File: src/rtl/slot_deserializer.sv
// slot_deserializer: rebuilds WIDTH-bit words from a slot-tagged serial bit stream
// and hands them downstream over valid/ready, flagging sequencing errors and overruns.
`default_nettype none

module slot_deserializer #(
  parameter int WIDTH = 4,
  parameter int SEL_W = 2,
  parameter int CNT_W = 8
) (
  input  logic             uclk,
  input  logic             urst_n,
  input  logic             in_en,
  input  logic             in_data,
  input  logic [SEL_W-1:0] in_sel,
  input  logic             out_ready,
  output logic [WIDTH-1:0] out_word,
  output logic             out_valid,
  output logic             seq_err,
  output logic             overrun,
  output logic [CNT_W-1:0] err_cnt,
  output logic [CNT_W-1:0] frame_cnt
);

  typedef enum logic [0:0] {
    HUNT     = 1'b0,
    ASSEMBLE = 1'b1
  } state_t;

  localparam logic [SEL_W-1:0] c_FIRST = '0;
  localparam logic [SEL_W-1:0] c_ONE   = SEL_W'(1);
  localparam logic [SEL_W-1:0] c_LAST  = SEL_W'(WIDTH - 1);

  state_t           r_state;
  state_t           w_state_nxt;
  logic [SEL_W-1:0] r_expect;
  logic [SEL_W-1:0] w_expect_nxt;
  logic [WIDTH-2:0] r_buf;
  logic             w_wr_en;
  logic             w_complete;
  logic             w_seq_err;
  logic [WIDTH-1:0] w_word;

  logic [WIDTH-1:0] r_out_word;
  logic             r_out_valid;
  logic             r_seq_err;
  logic             r_overrun;
  logic [CNT_W-1:0] r_err_cnt;
  logic [CNT_W-1:0] r_frame_cnt;

  always_ff @(posedge uclk) begin
    if (!urst_n) begin
      r_state  <= HUNT;
      r_expect <= '0;
    end else begin
      r_state  <= w_state_nxt;
      r_expect <= w_expect_nxt;
    end
  end

  always_comb begin
    w_state_nxt  = r_state;
    w_expect_nxt = r_expect;
    w_wr_en      = 1'b0;
    w_complete   = 1'b0;
    w_seq_err    = 1'b0;
    case (r_state)
      HUNT: begin
        if (in_en && in_sel == c_FIRST) begin
          w_wr_en      = 1'b1;
          w_expect_nxt = c_ONE;
          w_state_nxt  = ASSEMBLE;
        end
      end
      ASSEMBLE: begin
        if (in_en) begin
          if (in_sel == r_expect) begin
            w_wr_en      = 1'b1;
            w_expect_nxt = r_expect + c_ONE;
            if (in_sel == c_LAST) begin
              w_complete  = 1'b1;
              w_state_nxt = HUNT;
            end
          end else begin
            w_seq_err = 1'b1;
            // A misplaced slot 0 is treated as the start of a fresh frame.
            if (in_sel == c_FIRST) begin
              w_wr_en      = 1'b1;
              w_expect_nxt = c_ONE;
            end else begin
              w_state_nxt = HUNT;
            end
          end
        end
      end
      default: w_state_nxt = HUNT;
    endcase
  end

  // The top slot bypasses the buffer and goes straight into the finished word.
  assign w_word = {in_data, r_buf};

  always_ff @(posedge uclk) begin
    if (!urst_n) begin
      r_buf <= '0;
    end else begin
      for (int k = 0; k < WIDTH - 1; k++) begin
        if (w_wr_en && in_sel == SEL_W'(k)) begin
          r_buf[k] <= in_data;
        end
      end
    end
  end

  always_ff @(posedge uclk) begin
    if (!urst_n) begin
      r_out_word  <= '0;
      r_out_valid <= 1'b0;
      r_seq_err   <= 1'b0;
      r_overrun   <= 1'b0;
      r_err_cnt   <= '0;
      r_frame_cnt <= '0;
    end else begin
      r_seq_err <= w_seq_err;
      r_overrun <= 1'b0;
      if (w_seq_err && r_err_cnt != {CNT_W{1'b1}}) begin
        r_err_cnt <= r_err_cnt + CNT_W'(1);
      end
      if (w_complete) begin
        r_frame_cnt <= r_frame_cnt + CNT_W'(1);
        if (!r_out_valid || out_ready) begin
          r_out_word  <= w_word;
          r_out_valid <= 1'b1;
        end else begin
          r_overrun <= 1'b1;
        end
      end else if (r_out_valid && out_ready) begin
        r_out_valid <= 1'b0;
      end
    end
  end

  assign out_word  = r_out_word;
  assign out_valid = r_out_valid;
  assign seq_err   = r_seq_err;
  assign overrun   = r_overrun;
  assign err_cnt   = r_err_cnt;
  assign frame_cnt = r_frame_cnt;

endmodule

`default_nettype wire

File: config.mk
export PLATFORM = sky130hd
export DESIGN_NAME = slot_deserializer
export DESIGN_NICKNAME = d
export VERILOG_FILES = /design/src/rtl/slot_deserializer.sv
export SDC_FILE = /design/constraint.sdc
export NUM_CORES = 1
export LEC_CHECK = 0
export BUFFER_PORTS_ARGS = -buffer_cell sky130_fd_sc_hd__buf_4
export CAP_MARGIN = 10
export CORE_ASPECT_RATIO = 1.75
export CORE_MARGIN = 2
export CORE_UTILIZATION = 52
export CTS_CLUSTER_DIAMETER = 50
export DETAILED_ROUTE_END_ITERATION = 12
export HOLD_SLACK_MARGIN = 0.02
export PLACE_DENSITY = 0.77
export SLEW_MARGIN = 20
export SYNTH_ARGS = -nofsm -noshare
export SYNTH_HDL_FRONTEND = slang
export SYNTH_SLANG_ARGS = --single-unit
export TNS_END_PERCENT = 20
File: constraint.sdc
create_clock -name uclk -period 2.12 [get_ports uclk]
set_clock_uncertainty 0.2 [all_clocks]
set_input_delay 0.212 -clock uclk [delete_from_list [all_inputs] [get_ports uclk]]
set_output_delay 0.212 -clock uclk [all_outputs]
set_load 0.02 [all_outputs]
==> impl_results.md, run 1 <==
* Largest area contributor in the netlist: dfxtp_1
* H-tree depth at 2
* Core Box Area at around 0.0024 mm^2
* Part of the power in registers at 0.530
* Commonest non-fill, non-tap cell in the layout: buf_4
* Comb pwr share at 0.048
* Clock root buffer: clkbuf_8
* Design area at about 0.0016 mm^2
* Synth top area share at 0.444
* I/O Buffers at 29
* Mapped Area at roughly 0.0013 mm^2
* Reg-to-Reg Start: r_expect[0]$_SDFFE_PN0P_
* Wire per inst at ~14 um
* Worst Hold Class: input pin to flip-flop
* Synth Area in XOR/XNOR at 0.0660
* Clock share of power at 0.422
* Antenna cells at 0
* Vias/cell at ~5.9
* Max VDD drop at ~0.76 mV
* Hold Fails Final Rpt at 0
* Clock Path Buffers at 2
* Slew Viols, Final at 0
* Worst reg2reg path depth at 4
* Top_reg_cell synth: dfxtp_1
* Worst-path maximum fanout at 16
* Fillers at about 220
* Fmax at approximately 520 MHz
* Grt met2 use at 0.359
* RR Endpoint: err_cnt[4]$_SDFFE_PN0P_
* Tot GR Track Use at 0.204
* Synth warn at 0
* Synthesis-to-finish area growth at 25.0%
* Syn_nets at roughly 160
* Number of buffers created by CTS at 5
* Switch Pwr at 248 uW
* Post-CTS Resized at 0
* Crit path launch: r_expect[0]$_SDFFE_PN0P_
* Unrepaired setup endpoints after global routing: false
* Sequential element share of the synthesized area at 0.444
* TNS Setup at 0 ps
* Status: completed
* Row count at 24
* Worst setup EP type: flip-flop
* Post-synth EDFFs at 0
* Worst-path clk slew at 70 ps
* Initial antenna violation count at 0
* Clock Latency Late Sink at roughly 280 ps
* Post-DRT Antenna Nets at 0
* Compound-Gate Fraction of Synth Area at 0.111
* Slew @ Worst Pin at slightly below 700 ps
* Ratio of cells with drive above 1 in the final layout at 0.229
* Simple-gate share of the synthesized area at 0.253
* Dpl cell area at roughly 0.0015 mm^2
* Largest family of logic cells by synthesized area: simple AND/OR/NAND/NOR gates
* M1 GR Usage at 0.201
* Static Leak at 0.000635 uW
* DP HPWL at ~2100 um
* CTS tree: built
* Critical path class: flip-flop to flip-flop
* IO Pins at 30
* Gpl congestion at approximately 0.8
* Startpoint Class: flip-flop
* Grt ovf at 0
* DRT iter0 DRCs at 35
* Largest net degree at the start of global routing at 23
* # DRC at 0
* Max Cap Viol at 0
* Cells after Synth at between 100 and 150
* Chip Width at 41.9 um
* Mux share of post-synthesis cell area at 0.0688
* Post-Route WL at between 2000 and 3000 um
* Register area at 581 um^2
* Fraction of the mapped netlist area in adder cells at 0.0191
* Global Route met3 Usage at 0.0543
* Grt peak-use layer: met2
* Multi-input gate area at ~680 um^2
* Crit path DAT at 1920 ps
* CTS Sinks at 29
* Worst R2R Setup Slack at 200 ps
* Slew headroom at 0.551
* First-pass GRT wire length at between 4000 and 5000 um
* Starting Density at 0.538
* Tmin final at approximately 1900 ps
* DIE AREA at 0.00295 mm^2
* Int Power at approximately 790 uW
* Final setup vio count at 0
* Synth async-reset ratio at 0
* Final worst path period share at 0.905
* HP Start: out_ready
* Top post-synthesis cells by area: dfxtp_1 (44%), mux2i_1 (6.9%), nor2_1 (5.2%)
* Final #Nets at about 190
* Mean Syn Cell Area at between 8 and 9 um^2
* Post-CTS setup repair buffer count at 0
* Hold EP: out_valid$_SDFFE_PN0P_
* Pwr per Cell Area at between 600 and 700 mW/mm^2
* Sw Ratio at 0.238
* WHS Path Cells at 4
* Vias post-DR at about 1200
* Vias in the first global route at between 1000 and 1500
* Most frequent cells in the layout: buf_4 (30), dfxtp_1 (29), nor2_1 (18)
* Unique masters post-synth at 35
* TritonRoute pass-1 iters at 4
* Required time of the critical path at approximately 2100 ps
* Die Ht at 70.4 um
* Synth Register Bits at 29
[power groups by stage]
stage / Combinational [uW] / Clock (uW) / Sequential (uW)
after global placement: 45.9 / 0 / 564
after CTS: 50.1 / 447 / 552
after global routing: 54.0 / 469 / 553
final: 49.9 / 440 / 552
after floorplan: 28.6 / 0 / 565
after detailed placement: 48.5 / 0 / 564
[synthesized netlist by cell type (2+ instances only)]
library cell   n
xnor2_1        6
mux2i_1        9
and4_1         2
inv_1          6
nand2b_1       3
nand4_1        3
nor2_1        18
xor2_1         2
ha_1           2
o21ai_0        2
dfxtp_1       29
a21oi_1        5
or4_1          3
nor4_1         5
nand2_1       11
o31ai_1        5
clkbuf_1       6
nand3_1        5
nor3_1         7
and3_1         3
[worst max-delay path, stage by stage, from the launching register on]
cell,delay [ps]
dfxtp_1,400
xor2_1,300
o21bai_2,240
or4_1,550
a21oi_1,140
[kinds of logic (layout without fill, tap and decap cells)]
| logic type | count (synthesis) | in the layout |
|---|---|---|
| AOI/OAI and AO/OA | 20 | 20 |
| buffers and inverters | 13 | 45 |
| muxes | 9 | 9 |
| and+or+nand+nor | 65 | 65 |
| DFF | 29 | 29 |
| adders and majority gates | 2 | 2 |
| xor gates and xnor gates | 9 | 9 |
[flip-flops by register name, indices dropped and copies added, names as in the netlist, 2 cells and up]
register and cells:
r_expect 2, r_buf 3, err_cnt 8, out_word 4
frame_cnt 8
[metrics by stage]
stage | util | setup slack (ps) | std cells | hold slack [ps] | total power, uW
floorplan | - | 278 | 147 | 151 | 593
global placement | 0.633 | 289 | 196 | 256 | 610
detailed placement | 0.633 | 213 | 196 | 261 | 613
CTS | 0.672 | 201 | 205 | 40.8 | 1050
global route | 0.672 | 74.8 | 205 | 51.6 | 1080
finish | 0.672 | 201 | 205 | 44.8 | 1040
[layer usage]
metal | up-vias | routed length (um)
li1 | 586 | -
met1 | 591 | 1080
met2 | 30 | 1500
met3 | 9 | 134
met4 | 0 | 102
met5 | - | 0
[cell type report]
| cell class | count | share of cell area |
|---|---|---|
| multi-input cells | 105 | 0.415 |
| flip-flops and latches | 29 | 0.355 |
| repair buffers | 31 | 0.144 |
| clock buffers | 5 | 0.0421 |
| well taps | 26 | 0.0199 |
| inverters | 6 | 0.0138 |
| clock inverters | 3 | 0.0107 |
[worst max path at each step]
stage | endpoint | slack, ps | depth (start not counted)
detailed placement | err_cnt[4]$_SDFFE_PN0P_ | 210 | 4
floorplan | err_cnt[2]$_SDFFE_PN0P_ | 280 | 5
finish | err_cnt[4]$_SDFFE_PN0P_ | 200 | 4
global route | out_word[3]$_SDFFE_PN0P_ | 70 | 5
CTS | err_cnt[4]$_SDFFE_PN0P_ | 200 | 4
global placement | err_cnt[3]$_SDFFE_PN0P_ | 290 | 4
[repair_timing]
action,4_1_cts,5_1_grt
endpoints found under the setup margin,0,0
hold buffers,1,0
hold endpoints to repair,3,0
Power figures use the tool's default switching activity.
==> inputs of run 2 (changes only) <==
- CORE_ASPECT_RATIO: 1.75 -> 1.4
- PLACE_DENSITY: 0.77 -> 0.84
- SETUP_SLACK_MARGIN: default -> 0.4
==> impl_results.md, run 2 (synthesis results as in run 1) <==
* Clock root buffer: clkbuf_4 (was clkbuf_8)
* Multi-input gate area at 769 um^2 (was 678 um^2)
* Slew @ Worst Pin at 458 ps (was 672 ps)
* Most frequent cells in the layout: buf_4 (42), dfxtp_1 (21), nor2_1 (18) (was buf_4 (30), dfxtp_1 (29), nor2_1 (18))
* Wire per inst at 14.8 um (was 13.8 um)
* Number of buffers created by CTS at 5 (unchanged)
* Synthesis-to-finish area growth at 43.0% (was 25.0%)
* Vias/cell at 5.58 (was 5.93)
* Max Cap Viol at 0 (unchanged)
* Tmin final at 1690 ps (was 1920 ps)
* DIE AREA at 0.00294 mm^2 (was 0.00295 mm^2)
* Tot GR Track Use at 0.228 (was 0.204)
* Slew headroom at 0.693 (was 0.551)
* Row count at 21 (was 24)
* Static Leak at 0.000715 uW (was 0.000635 uW)
* Sw Ratio at 0.235 (was 0.238)
* Slew Viols, Final at 0 (unchanged)
* Chip Width at 46.4 um (was 41.9 um)
* Largest net degree at the start of global routing at 23 (unchanged)
* DRT iter0 DRCs at 70 (was 35)
* Clock Latency Late Sink at 330 ps (was 280 ps)
* Clock Path Buffers at 2 (unchanged)
* Crit path DAT at 1750 ps (was 1920 ps)
* Antenna cells at 0 (unchanged)
* DP HPWL at 1910 um (was 2110 um)
* Worst-path maximum fanout at 6 (was 16)
* Slowest stage cell, crit path: or4_4 (was or4_1)
* Max VDD drop at 0.499 mV (was 0.758 mV)
* Worst Hold Class: input pin to flip-flop (unchanged)
* Buf+Inv Stages, Crit Path at 0 (unchanged)
* Part of the power in registers at 0.546 (was 0.530)
* First-pass GRT wire length at 4970 um (was 4550 um)
* Fmax at 591 MHz (was 521 MHz)
* Comb pwr share at 0.075 (was 0.048)
* Initial antenna violation count at 0 (unchanged)
* Largest stage delay, worst path at 530 ps (was 550 ps)
* Die Ht at 63.4 um (was 70.4 um)
* Pwr per Cell Area at 537 mW/mm^2 (was 637 mW/mm^2)
* Required time of the critical path at 2180 ps (was 2120 ps)
* TritonRoute pass-1 iters at 4 (unchanged)
* Pwr Total at 1000 uW (was 1040 uW)
* Switch Pwr at 236 uW (was 248 uW)
* Fillers at 157 (was 217)
* Final #Nets at 205 (was 187)
* Gpl congestion at 0.774 (was 0.781)
* H-tree depth at 2 (unchanged)
* Cell Chain, Critical Path: xor2_4 -> o21bai_4 -> or4_4 -> a21oi_2 (was xor2_1 -> o21bai_2 -> or4_1 -> a21oi_1)
* Post-Route WL at 3420 um (was 2820 um)
* Status: completed (unchanged)
* I/O Buffers at 29 (unchanged)
* Post-DRT Antenna Nets at 0 (unchanged)
* Vias post-DR at 1289 (was 1216)
* Register area at 603 um^2 (was 581 um^2)
* Unrepaired setup endpoints after global routing: true (was false)
* Worst-path clk slew at 90 ps (was 70 ps)
* Hold Fails Final Rpt at 0 (unchanged)
* CTS tree: built (unchanged)
* Ratio of cells with drive above 1 in the final layout at 0.371 (was 0.229)
* TNS Setup at 0 ps (unchanged)
* Commonest non-fill, non-tap cell in the layout: buf_4 (unchanged)
* Core Box Area at 0.00239 mm^2 (was 0.00243 mm^2)
* Grt ovf at 0 (unchanged)
* IO Pins at 30 (unchanged)
* CTS Sinks at 29 (unchanged)
* Startpoint Class: flip-flop (unchanged)
* Clock share of power at 0.379 (was 0.422)
* Final setup vio count at 0 (unchanged)
* Critical path class: flip-flop to flip-flop (unchanged)
* Crit path max-delay family: simple AND/OR/NAND/NOR gates (unchanged)
* Starting Density at 0.547 (was 0.538)
* Worst setup EP type: flip-flop (unchanged)
* Vias in the first global route at 1153 (was 1099)
* Final worst path period share at 0.798 (was 0.905)
* Int Power at 769 uW (was 794 uW)
* # DRC at 0 (unchanged)
==> run 2: what timing repair did <==
action | CTS | global route
gates resized for setup | 8 | 9
hold buffers | 4 | 0
gates cloned | 0 | 3
hold endpoints to repair | 10 | 0
setup endpoints to repair | 15 | 10
pin swaps | 3 | 4
buffers inserted | 4 | 8
==> run 2: metrics by stage <==
stage	cell area (um^2)	setup WS, ps	hold slack [ps]	util	std cells
final	1870	429	63.6	0.783	231
after CTS	1750	414	49.9	0.731	220
after detailed placement	1570	183	272	0.658	204
after global placement	1570	275	254	0.658	204
after global routing	1870	370	81.8	0.783	231
after floorplan	1340	414	151	-	147
==> run 2: path summary, 6_finish.rpt <==
path,slack [ps],cells past startpoint,to,start
max,430,4,err_cnt[3]$_SDFFE_PN0P_,r_expect[0]$_SDFFE_PN0P_
min,60,3,r_buf[2]$_SDFFE_PN0P_,in_sel[1]
max reg2reg,430,4,err_cnt[3]$_SDFFE_PN0P_,r_expect[0]$_SDFFE_PN0P_
min reg2reg,280,2,frame_cnt[7]$_SDFFE_PN0P_,frame_cnt[7]$_SDFFE_PN0P_
==> run 2: power by group through the flow <==
stage / logic, uW / clock network, uW / registers [uW]
floorplan: 28.7 / 0 / 564
global placement: 45.4 / 0 / 563
detailed placement: 47.0 / 0 / 563
CTS: 61.6 / 389 / 550
global route: 80.7 / 407 / 549
finish: 75.6 / 381 / 548
==> run 2: final cells by class <==
| type | instances | area share |
|---|---|---|
| Multi-Input combinational cell | 107 | 0.411 |
| Sequential cell | 29 | 0.322 |
| Tap cell | 34 | 0.0227 |
| Clock buffer | 7 | 0.0348 |
| Timing Repair inverter | 1 | 0.00267 |
| Timing Repair Buffer | 46 | 0.190 |
| Inverter | 6 | 0.0140 |
| Clock inverter | 1 | 0.00267 |
==> run 2: per-layer routing <==
layer  vias to the layer above  share of wire  global-route usage
li1                        628              -                   -
met1                       607           0.42               0.271
met2                        44           0.51               0.363
met3                        10          0.050              0.0573
met4                         0          0.027               0.118
met5                         -              0                   0
==> run 2: tightest hold or removal path, cell delays in order <==
cell,delay (ps)
buf_4,150
nand3b_1,100
mux2i_1,70
